### config.mk
export PLATFORM = sky130hd
export DESIGN_NAME = sp_pop_ctrl_flat
export DESIGN_NICKNAME = d
export VERILOG_FILES = /design/src/rtl/sp_pkg.sv /design/src/rtl/sp_pop_ctrl_if.sv /design/src/rtl/sp_adder.sv /design/src/rtl/sp_pop_ctrl.sv /design/src/flat_wrapper.sv
export SDC_FILE = /design/constraint.sdc
export NUM_CORES = 1
export LEC_CHECK = 0
export CAP_MARGIN = 15
export CORE_MARGIN = 2
export CORE_UTILIZATION = 44
export DETAILED_ROUTE_END_ITERATION = 10
export PLACE_DENSITY = 0.86
export SYNTH_ARGS = -nofsm -noshare
export SYNTH_HDL_FRONTEND = slang
export SYNTH_HIERARCHICAL = 1
export SYNTH_SLANG_ARGS = --single-unit
### constraint.sdc
create_clock -name clk -period 2 [get_ports clk]
set_input_delay 0.6 -clock clk [delete_from_list [all_inputs] [get_ports clk]]
set_output_delay 0.6 -clock clk [all_outputs]
set_load 0.1 [all_outputs]
### src/rtl/sp_pkg.sv
// Shared definitions for the stack-pointer push/pop paths: FSM states and
// default stack geometry.
package sp_pkg;

    localparam int          W_DEFAULT         = 16;
    localparam logic [15:0] STACK_TOP_DEFAULT = 16'hFFFF;

    typedef enum logic [2:0] {
        IDLE  = 3'd0,
        ISSUE = 3'd1,
        WAIT  = 3'd2,
        DONE  = 3'd3,
        ERR   = 3'd4
    } sp_state_e;

endpackage

### src/rtl/sp_pop_ctrl_if.sv
// Stack-memory read port: one-cycle read strobe with held address, answered
// by a read-valid pulse carrying the data.
interface sp_pop_ctrl_if
    import sp_pkg::*;
#(
    parameter int W = W_DEFAULT
);

    logic         mem_rd_en;
    logic [W-1:0] mem_addr;
    logic [W-1:0] mem_rd_data;
    logic         mem_rd_valid;

    modport master (
        output mem_rd_en,
        output mem_addr,
        input  mem_rd_data,
        input  mem_rd_valid
    );

    modport slave (
        input  mem_rd_en,
        input  mem_addr,
        output mem_rd_data,
        output mem_rd_valid
    );

endinterface

### src/rtl/sp_adder.sv
// Combinational W-bit +1 incrementer for the pop path; mirror of the push-side
// decrementer. Wraps modulo 2^W.
module sp_adder
    import sp_pkg::*;
#(
    parameter int W = W_DEFAULT
) (
    input  logic [W-1:0] a,
    output logic [W-1:0] y
);

    assign y = a + W'(1);

endmodule

### src/rtl/sp_pop_ctrl.sv
// Stack-pop / return controller: increments SP, reads the return address from
// stack memory, then presents it to the PC logic and writes SP back.
module sp_pop_ctrl
    import sp_pkg::*;
#(
    parameter int           W         = W_DEFAULT,
    parameter logic [W-1:0] STACK_TOP = W'(STACK_TOP_DEFAULT)
) (
    input  logic          clk,
    input  logic          rst,
    input  logic          ret_req,
    input  logic [W-1:0]  sp_in,
    sp_pop_ctrl_if.master mem,
    output logic [W-1:0]  sp_out,
    output logic          sp_we,
    output logic [W-1:0]  ret_addr,
    output logic          ret_valid,
    output logic          busy,
    output logic          underflow
);

    sp_state_e    state_q, state_d;
    logic [W-1:0] sp_inc;
    logic [W-1:0] sp_inc_q, sp_inc_d;
    logic         mem_rd_en_q, mem_rd_en_d;
    logic [W-1:0] mem_addr_q, mem_addr_d;
    logic [W-1:0] sp_out_q, sp_out_d;
    logic         sp_we_q, sp_we_d;
    logic [W-1:0] ret_addr_q, ret_addr_d;
    logic         ret_valid_q, ret_valid_d;
    logic         busy_q, busy_d;
    logic         underflow_q, underflow_d;

    sp_adder #(.W(W)) u_sp_adder (
        .a (sp_in),
        .y (sp_inc)
    );

    // Outputs are registered, so each one is computed from the state being
    // entered rather than the state being left.
    always_comb begin
        state_d     = state_q;
        sp_inc_d    = sp_inc_q;
        mem_rd_en_d = 1'b0;
        mem_addr_d  = mem_addr_q;
        sp_out_d    = sp_out_q;
        sp_we_d     = 1'b0;
        ret_addr_d  = ret_addr_q;
        ret_valid_d = 1'b0;
        underflow_d = 1'b0;

        case (state_q)
            IDLE: begin
                if (ret_req) begin
                    if (sp_in == STACK_TOP) begin
                        state_d     = ERR;
                        underflow_d = 1'b1;
                    end else begin
                        state_d     = ISSUE;
                        sp_inc_d    = sp_inc;
                        mem_rd_en_d = 1'b1;
                        mem_addr_d  = sp_inc;
                    end
                end
            end
            ISSUE: begin
                state_d = WAIT;
            end
            WAIT: begin
                if (mem.mem_rd_valid) begin
                    state_d     = DONE;
                    ret_addr_d  = mem.mem_rd_data;
                    sp_out_d    = sp_inc_q;
                    ret_valid_d = 1'b1;
                    sp_we_d     = 1'b1;
                end
            end
            DONE: begin
                state_d = IDLE;
            end
            ERR: begin
                state_d = IDLE;
            end
            default: begin
                state_d = IDLE;
            end
        endcase

        busy_d = (state_d != IDLE);
    end

    always_ff @(posedge clk) begin
        if (rst) begin
            state_q     <= IDLE;
            sp_inc_q    <= '0;
            mem_rd_en_q <= 1'b0;
            mem_addr_q  <= '0;
            sp_out_q    <= STACK_TOP;
            sp_we_q     <= 1'b0;
            ret_addr_q  <= '0;
            ret_valid_q <= 1'b0;
            busy_q      <= 1'b0;
            underflow_q <= 1'b0;
        end else begin
            state_q     <= state_d;
            sp_inc_q    <= sp_inc_d;
            mem_rd_en_q <= mem_rd_en_d;
            mem_addr_q  <= mem_addr_d;
            sp_out_q    <= sp_out_d;
            sp_we_q     <= sp_we_d;
            ret_addr_q  <= ret_addr_d;
            ret_valid_q <= ret_valid_d;
            busy_q      <= busy_d;
            underflow_q <= underflow_d;
        end
    end

    assign mem.mem_rd_en = mem_rd_en_q;
    assign mem.mem_addr  = mem_addr_q;
    assign sp_out        = sp_out_q;
    assign sp_we         = sp_we_q;
    assign ret_addr      = ret_addr_q;
    assign ret_valid     = ret_valid_q;
    assign busy          = busy_q;
    assign underflow     = underflow_q;

endmodule

### src/flat_wrapper.sv
// flat-port wrapper written by rule: the top's interface ports become plain ports
module sp_pop_ctrl_flat import sp_pkg::*;
#(
    parameter int           W         = W_DEFAULT,
    parameter logic [W-1:0] STACK_TOP = W'(STACK_TOP_DEFAULT)
)
  (clk, rst, ret_req, sp_in, sp_out, sp_we, ret_addr, ret_valid, busy, underflow, mem_mem_rd_en, mem_mem_addr, mem_mem_rd_data, mem_mem_rd_valid);
  sp_pop_ctrl_if #(.W(W)) mem_i ();
  input  logic clk;
  input  logic rst;
  input  logic ret_req;
  input  logic [W-1:0] sp_in;
  output logic [W-1:0] sp_out;
  output logic sp_we;
  output logic [W-1:0] ret_addr;
  output logic ret_valid;
  output logic busy;
  output logic underflow;
  output wire logic [$bits(mem_i.mem_rd_en)-1:0] mem_mem_rd_en;
  output wire logic [$bits(mem_i.mem_addr)-1:0] mem_mem_addr;
  input wire logic [$bits(mem_i.mem_rd_data)-1:0] mem_mem_rd_data;
  input wire logic [$bits(mem_i.mem_rd_valid)-1:0] mem_mem_rd_valid;
  assign mem_mem_rd_en = mem_i.mem_rd_en;
  assign mem_mem_addr = mem_i.mem_addr;
  assign mem_i.mem_rd_data = mem_mem_rd_data;
  assign mem_i.mem_rd_valid = mem_mem_rd_valid;
  sp_pop_ctrl #(.W(W), .STACK_TOP(STACK_TOP)) u_core (.clk(clk), .rst(rst), .ret_req(ret_req), .sp_in(sp_in), .mem(mem_i), .sp_out(sp_out), .sp_we(sp_we), .ret_addr(ret_addr), .ret_valid(ret_valid), .busy(busy), .underflow(underflow));
endmodule
==> impl_summary.md, run 1 <==
Drt
Dividing the detail-routed via count by the number of cells gives 5.07. The routed length per instance is 13.9 microns. The number of DRC violations after detailed routing is 0.

The total via count after detailed routing is 2329. The count of nets left with antenna violations once routing finished came out at 0. For this block, the routed nets add up to 6400 microns of wire. For this run, the detailed router's first-pass iteration total came to 4. For this block, the initial DRC count from the detailed router was 73.

Worst setup path
The family of cells with the greatest summed delay on the critical path is simple AND/OR/NAND/NOR gates. STA puts the critical path data arrival time at 2150 ps. The worst setup slack for register-to-register paths is 420 ps. The signal on the critical path passes through clkdlybuf4s50_1 -> nand4_1 -> nor4_4 -> nor2_4 -> o21ba_1. Together, buffers and inverters on the worst path number 1.

For the worst setup path, the data required time is 2190 ps. The startpoint type of the worst setup path is a primary input. The total stage count of the critical path is 5. The source of the worst register-to-register timing path is u_core/state_q[0]. On the critical path, the stage with the largest delay is an instance of clkdlybuf4s50_1. In this run the worst path has a maximum fanout of 17. The largest stage delay on the critical path is 560 ps. The type of the worst setup path is in -> reg. STA classifies the critical path endpoint as a flip-flop.

The worst register-to-register path ends at u_core/mem.mem_addr[4]. For the worst flop-to-flop path, the logic depth is 4.

STA
Setup repair after global routing left no endpoint under its margin. The worst slew margin relative to its limit is 0.580. The final count of pins violating max slew is 0. The final critical delay including setup and external delays is 1960 ps. The achievable clock frequency is 509 MHz. The worst setup skew after layout is 7.10 ps. The period utilization is 0.982. The slew at the pin closest to its max-slew limit is 629 ps. The worst slack on hold paths is 502 ps. The number of hold violations in the final report is 0. The final setup violation count is 0.

Logic synthesis
The gate count after technology mapping is 277. The flip-flop cell with the highest count after synthesis is dfxtp_1. The post-synthesis sequential element count is 55. The number of different library cells used by synthesis comes to 31. The post-synthesis sequential area ratio is 0.452.

The cell area after synthesis is 0.00243 sq mm. The post-synthesis average cell area is 8.79 sq um. Yosys mapped a number of flops with a built-in enable equal to 0. The count of synthesis-stage warnings from yosys is 6. Synthesis produced a netlist with a net count of 314. In the synthesized netlist the async set-or-reset flop fraction comes to 0.

Worst hold path
In this run the most critical hold path is launched from u_core/ret_addr[9]. The endpoint with the worst hold slack is u_core/ret_addr[9]. The worst hold path belongs to the class reg -> reg. Along the worst hold path, the cell count comes to 2.

Global route
After global routing the overflow that remains totals 0. The number of global-route vias before repair is 2276. The first global-routing pass estimated 10500 microns of wire. Entering global routing, the biggest net connects 34 pins.

The initial antenna violation count is 0. The total routing resource utilization after global routing is 0.212.

Floorplan
The core region is 0.00544 sq mm. The initial utilization of the core area, before any placement, comes to 0.447. The die covers 0.00614 sq mm. The height of the chip is 78.4 microns. The initialized floorplan defines 27 standard-cell rows. The number of top-level pins is 89. The chip width is 78.4 microns.

Power and ir drop
The standby leakage power is 1.78 nW. The power density relative to cell area is 724 mW/mm^2. The total design power is 3.04 mW.

VDD sags by at most 407 uV.

Placed design
The global placer's final weighted congestion is 0.929. The number of placed cells counting well taps is 451. The HPWL after detailed placement is 5070 microns. The count of input and output buffers is 88. The area after detailed placement is 0.00407 sq mm.

Cells and area
The footprint of the multi-input gates is 0.00125 sq mm. The register area is 0.00110 sq mm. The repair_antennas step left the layout with diodes totalling 0. The total of fill cells in the finished design is 363. The net count of the finished layout is 424.

The finished layout holds 459 standard cells, fillers aside. The cell area after layout is 0.00419 sq mm. The share of post-route cells with drive strength above 1 is 0.264. The signed area change from the synthesized netlist to the final layout is 72.3%.

Clocking
The number of clock buffers added by TritonCTS is 5. The clock passes through at most 2 buffers. In this run the number of H-tree levels came out at 2.

The number of sinks on the clock net is 55. The clock tree from TritonCTS is built. The worst-skew pair later-pin latency is 300 ps. After clock tree synthesis, the clock-pin slew on the worst setup and hold paths is 90 ps. Buffers inserted to repair hold after CTS numbered 0. The clock root buffer is clkbuf_8.

Run
Max-cap violations in this run came to 0.

Status
The flow ran to the end, and the final reports show no timing, DRC or antenna violations.
-- Yosys cell counts (all sizes together), types with 5 or more instances --
| cell type | count | area (sq um) |
|---|---|---|
| nand2 | 68 | 255 |
| dfxtp | 55 | 1100 |
| nand2b | 32 | 200 |
| nand3b | 17 | 131 |
| a21oi | 16 | 80.1 |
| mux2i | 16 | 160 |
| clkbuf | 10 | 37.5 |
| xor2 | 9 | 78.8 |
| nand4 | 8 | 71.3 |
| buf | 6 | 47.6 |
| nand3 | 6 | 35.0 |
| nor2 | 6 | 30.0 |
| xnor2 | 6 | 52.6 |
| inv | 5 | 18.8 |
| nor3 | 5 | 25.0 |
| nor4 | 5 | 52.6 |
-- kinds of logic after synthesis --
group	synth area share
mux	0.0658
xor+xnor	0.0540
compound gates	0.0396
buf+inv	0.0427
fa+ha+maj	0.00514
flops	0.452
simple gates	0.340
-- layout make-up --
type                            count  area share
Clock buffer                        6      0.0197
Clock inverter                      1     0.00119
Inverter                            5     0.00447
Multi-Input combinational cell    201       0.297
Sequential cell                    55       0.263
Tap cell                           72      0.0215
Timing Repair Buffer              119       0.393
-- worst reg2reg max path, cell delays in order (launching register included) --
cell and delay (ps):
dfxtp_1 330, nor2_1 200, nand3b_2 150, nor2_4 530, mux2i_1 300
-- state kept, by name, summed over array words and instances (netlist names) --
name / cells
u_core/ret_valid: 1
u_core/underflow: 1
u_core/busy: 1
u_core/ret_addr: 16
u_core/mem.mem_addr: 16
u_core/sp_out: 16
u_core/state_q: 3
u_core/mem.mem_rd_en: 1
-- routing by layer --
layer / wire (microns) / vias up / global-route usage / share of wire
li1: - / 1134 / - / -
met2: 3460 / 80 / 0.403 / 0.54
met5: 0 / - / 0 / 0
met1: 2530 / 1105 / 0.240 / 0.39
met4: 72 / 0 / 0.0509 / 0.011
met3: 336 / 10 / 0.0448 / 0.053
-- what timing repair did --
action	in CTS	in global routing
pin swaps	2	2
gates cloned	0	0
endpoints found under the setup margin	3	12
resized for setup	2	6
buffers inserted	0	1
-- through the flow --
step / setup WS [ps] / utilization / TNS [ps]
final: 36.5 / 0.771 / 0
after global routing: 7.83 / 0.771 / 0
after CTS: -18.3 / 0.766 / -33.0
after detailed placement: -403 / 0.748 / -5220
after global placement: -210 / 0.748 / -3540
after floorplan: 43.8 / - / 0
-- placed cells by master, fill, tap and decap left out, drive strengths merged --
cell	count
buf	85
nand2	68
dfxtp	55
nand2b	32
clkdlybuf4s50	30
nand3b	17
a21oi	16
mux2i	16
xor2	9
nand4	8
clkbuf	6
xnor2	6
nor2	6
nand3	6
inv	5
nor3	5
nor4	5
dlymetal6s2s	4
nor3b	2
clkinv	1
and3	1
or3	1
a31oi	1
o21ba	1
ha	1
-- worst max-delay path by stage --
stage                         endpoint              from
6_report             u_core/state_q[0]          sp_in[4]
5_1_grt        u_core/mem.mem_addr[11]          sp_in[6]
4_1_cts         u_core/mem.mem_addr[8]          sp_in[1]
3_5_place_dp    u_core/mem.mem_addr[8]          sp_in[1]
3_3_place_gp         u_core/state_q[0]          sp_in[7]
2_1_floorplan                    sp_we  u_core/ret_valid
-- report_power, final --
group	internal, mW	switching, mW	total, mW
clock network	0.272	0.326	0.598
registers	1.17	0.0891	1.26
logic	0.456	0.722	1.18
total	1.90	1.14	3.04
No activity file was read; power rests on OpenSTA's default activity.
==> run 2: changes to the inputs <==
--- a/config.mk
+++ b/config.mk
@@ -7,9 +7,10 @@
 export LEC_CHECK = 0
 export CAP_MARGIN = 15
 export CORE_MARGIN = 2
-export CORE_UTILIZATION = 44
+export CORE_UTILIZATION = 55
 export DETAILED_ROUTE_END_ITERATION = 10
-export PLACE_DENSITY = 0.86
+export DONT_BUFFER_PORTS = 1
+export PLACE_DENSITY = 0.77
 export SYNTH_ARGS = -nofsm -noshare
 export SYNTH_HDL_FRONTEND = slang
 export SYNTH_HIERARCHICAL = 1
==> impl_summary.md, run 2 (synthesis gave the netlist of run 1 again) <==
Power and ir drop
The total design power is 2.76 mW (-9.2%). The standby leakage power is 1.27 nW (-29%). The sequential cell fraction of total power is 0.435 (+0.020). The power density relative to cell area is 933 mW/mm^2 (+29%). The part of the total power dissipated in combinational logic is 0.316 (-0.072). The switching power share of the total is 0.371 (-0.00350). The fraction of power consumed by the clock network is 0.250 (+0.053). The reported net switching power is 1.02 mW (-10%).

The design internal power was 1.73 mW (-8.7%). The maximum resistive drop on vdd came to 396 uV (-2.7%).

Global route
The pin count of the biggest net entering global routing is 72 (+110%). The total overflow reported by the global router is 0 (unchanged). The total routing resource utilization after global routing is 0.195 (-0.0170). The number of global-route vias before repair is 1838 (-19%). The initial antenna violation count is 0 (unchanged). The wire length of the first global-routing pass came to 7930 microns (-25%).

STA
The final critical delay including setup and external delays was 1560 ps (-403 ps). The final sum of negative setup slack is 0 ps (unchanged). The worst slew margin relative to its limit is 0.610 (+0.0303). The achievable clock frequency is 641 MHz (+26%). The period utilization is 0.780 (-0.202). The worst setup skew after layout came to 5.71 ps (-1.39 ps).

Setup repair after global routing left no endpoint under its margin. The number of hold violations in the final report is 0 (unchanged). The slew at the pin closest to its max-slew limit was 584 ps (-45.4 ps). The final count of pins violating max slew is 0 (unchanged). The final setup violation count is 0 (unchanged).

Worst setup path
The largest fanout on the critical path came to 17 (unchanged). On the critical path the largest part of the delay comes from simple AND/OR/NAND/NOR gates. The slowest cell on the critical path is nor2_4.

The arrival time of data at the critical path endpoint is 1790 ps (-360 ps). The worst setup path is launched from a flip-flop. The number of cells on the worst reg-to-reg path came to 4 (unchanged). The critical path goes through nor2_1 -> nand3b_2 -> nor2_4 -> mux2i_1.

The worst register-to-register path begins at u_core/state_q[0]. The buffering stage count on the worst path with inverters included is 0 (-1). The type of the worst setup path is reg -> reg.

The worst setup slack for register-to-register paths was 440 ps (+20 ps). The capturing element type of the critical path is a flip-flop. The data required time at the worst endpoint came to 2230 ps (+40 ps). The endpoint identified for the worst register-to-register timing path is u_core/mem.mem_addr[4]. The largest stage delay on the critical path came to 520 ps (-40 ps).

Clocking
The clock-pin slew on the worst setup and hold paths is 90 ps (about the same). The number of sinks on the clock net is 55 (unchanged). The post-cts sizing count was 0 (-2). The clock tree from TritonCTS is built. The number of setup buffers added after CTS came to 0 (unchanged).

The clock buffer count from CTS was 5 (unchanged). The clock root buffer is clkbuf_8. The number of hold buffers added after CTS is 0 (unchanged). The worst-skew pair later-pin latency is 300 ps (about the same). The count of H-tree levels built during CTS is 2 (unchanged). The maximum clock insertion buffer count is 2 (unchanged).

Cells and area
The core occupancy in the finished layout is 0.688 (-0.0829). The number of standard cells in the layout, taps in and fillers out is 375 (-18%). Leaving out fill and tap cells, the most frequent cells in the layout are nand2_1 (68), dfxtp_1 (54), buf_4 (53), nand2b_1 (32). The share of post-route cells with drive strength above 1 is 0.214 (-0.0499). The number of antenna repair diodes is 0 (unchanged).

Relative to the synthesized area, the layout overhead comes to 21.4%. The layout net count is 360 (-15%). The library cell used most frequently in the layout, excluding fill and tap cells, is nand2_1.

Floorplan
The chip width is 70.5 microns (-10%). The die area is 0.00497 sq mm (-19%). The row count is 24 (-11%). The height of the chip is 70.5 microns (-10%).

The placeable core region is 0.00429 sq mm (-21%). The number of top-level pins is 89 (unchanged). The starting density of the core is 0.567 (+0.119).

Placed design
The HPWL after detailed placement is 3440 microns (-32%). The number of placed cells counting well taps came to 368 (-18%). The count of input and output buffers came to 0 (-100%).

The global placer's final weighted congestion came to 0.705 (-24%).

Worst hold path
The cell depth of the worst min-delay path is 1 (-1). The startpoint identified for the worst hold timing path is rst. In this run the worst hold path is classified as in -> reg. The path with the worst hold slack has its endpoint at u_core/ret_valid.

Drt
The number of search-and-repair iterations in the first detailed-routing pass is 4 (unchanged). The average vias per placed instance came to 5.10 (+0.43%). The routed length per instance is 12.5 microns (-10%). The number of DRC violations after detailed routing is 0 (unchanged). The detailed-route wire length is 4690 microns (-27%). The count of antenna-violating nets left after detailed routing is 0 (unchanged).

The total via count after detailed routing is 1911 (-18%). The number of DRC markers after the initial detailed-route iteration is 70 (-4.1%).

Run
The number of violations of the max-capacitance limit came to 0 (unchanged).

Status
The flow ran to the end, and the final reports show no timing, DRC or antenna violations.
run 2: power by group through the flow:
| stage | Sequential [mW] | Combinational, mW | Clock (mW) |
|---|---|---|---|
| 6_report | 1.20 | 0.871 | 0.688 |
| 5_1_grt | 1.21 | 0.910 | 0.740 |
| 4_1_cts | 1.20 | 0.876 | 0.709 |
| 3_5_place_dp | 1.23 | 0.874 | 0 |
| 3_3_place_gp | 1.22 | 0.868 | 0 |
| 2_1_floorplan | 1.74 | 0.221 | 0 |
run 2: area by class of cell:
| class | instances | area [sq um] |
|---|---|---|
| fillers | 355 | 1340 |
| multi-input cells | 201 | 1230 |
| clock buffers | 6 | 72.6 |
| clock inverters | 1 | 30.0 |
| repair buffers | 55 | 438 |
| well taps | 52 | 65.1 |
| inverters | 5 | 18.8 |
| flip-flops and latches | 55 | 1100 |
run 2: how the worst max path moves through the flow:
stage / startpoint / endpoint / depth (start not counted)
after floorplan: u_core/ret_valid / sp_we / 1
after global placement: sp_in[0] / u_core/mem.mem_addr[14] / 6
after detailed placement: sp_in[0] / u_core/mem.mem_addr[14] / 6
after CTS: u_core/state_q[0] / u_core/mem.mem_addr[4] / 4
after global routing: u_core/state_q[0] / u_core/mem.mem_addr[7] / 4
final: u_core/state_q[0] / u_core/mem.mem_addr[4] / 4
run 2: per-layer routing:
metal / up-vias / track usage / part of all wire
met1: 840 / 0.226 / 0.44
met2: 63 / 0.339 / 0.47
li1: 1002 / - / -
met5: - / 0 / 0
met3: 6 / 0.0620 / 0.079
met4: 0 / 0.0684 / 0.011
run 2: per-stage QoR:
| step | setup WS [ps] | hold slack (ps) | instance area, sq um |
|---|---|---|---|
| final | 440 | 388 | 2960 |
| after global routing | 264 | 343 | 2960 |
| after CTS | 412 | 350 | 2960 |
| after detailed placement | 234 | 441 | 2850 |
| after global placement | 295 | 436 | 2850 |
| after floorplan | 43.8 | 490 | 2430 |
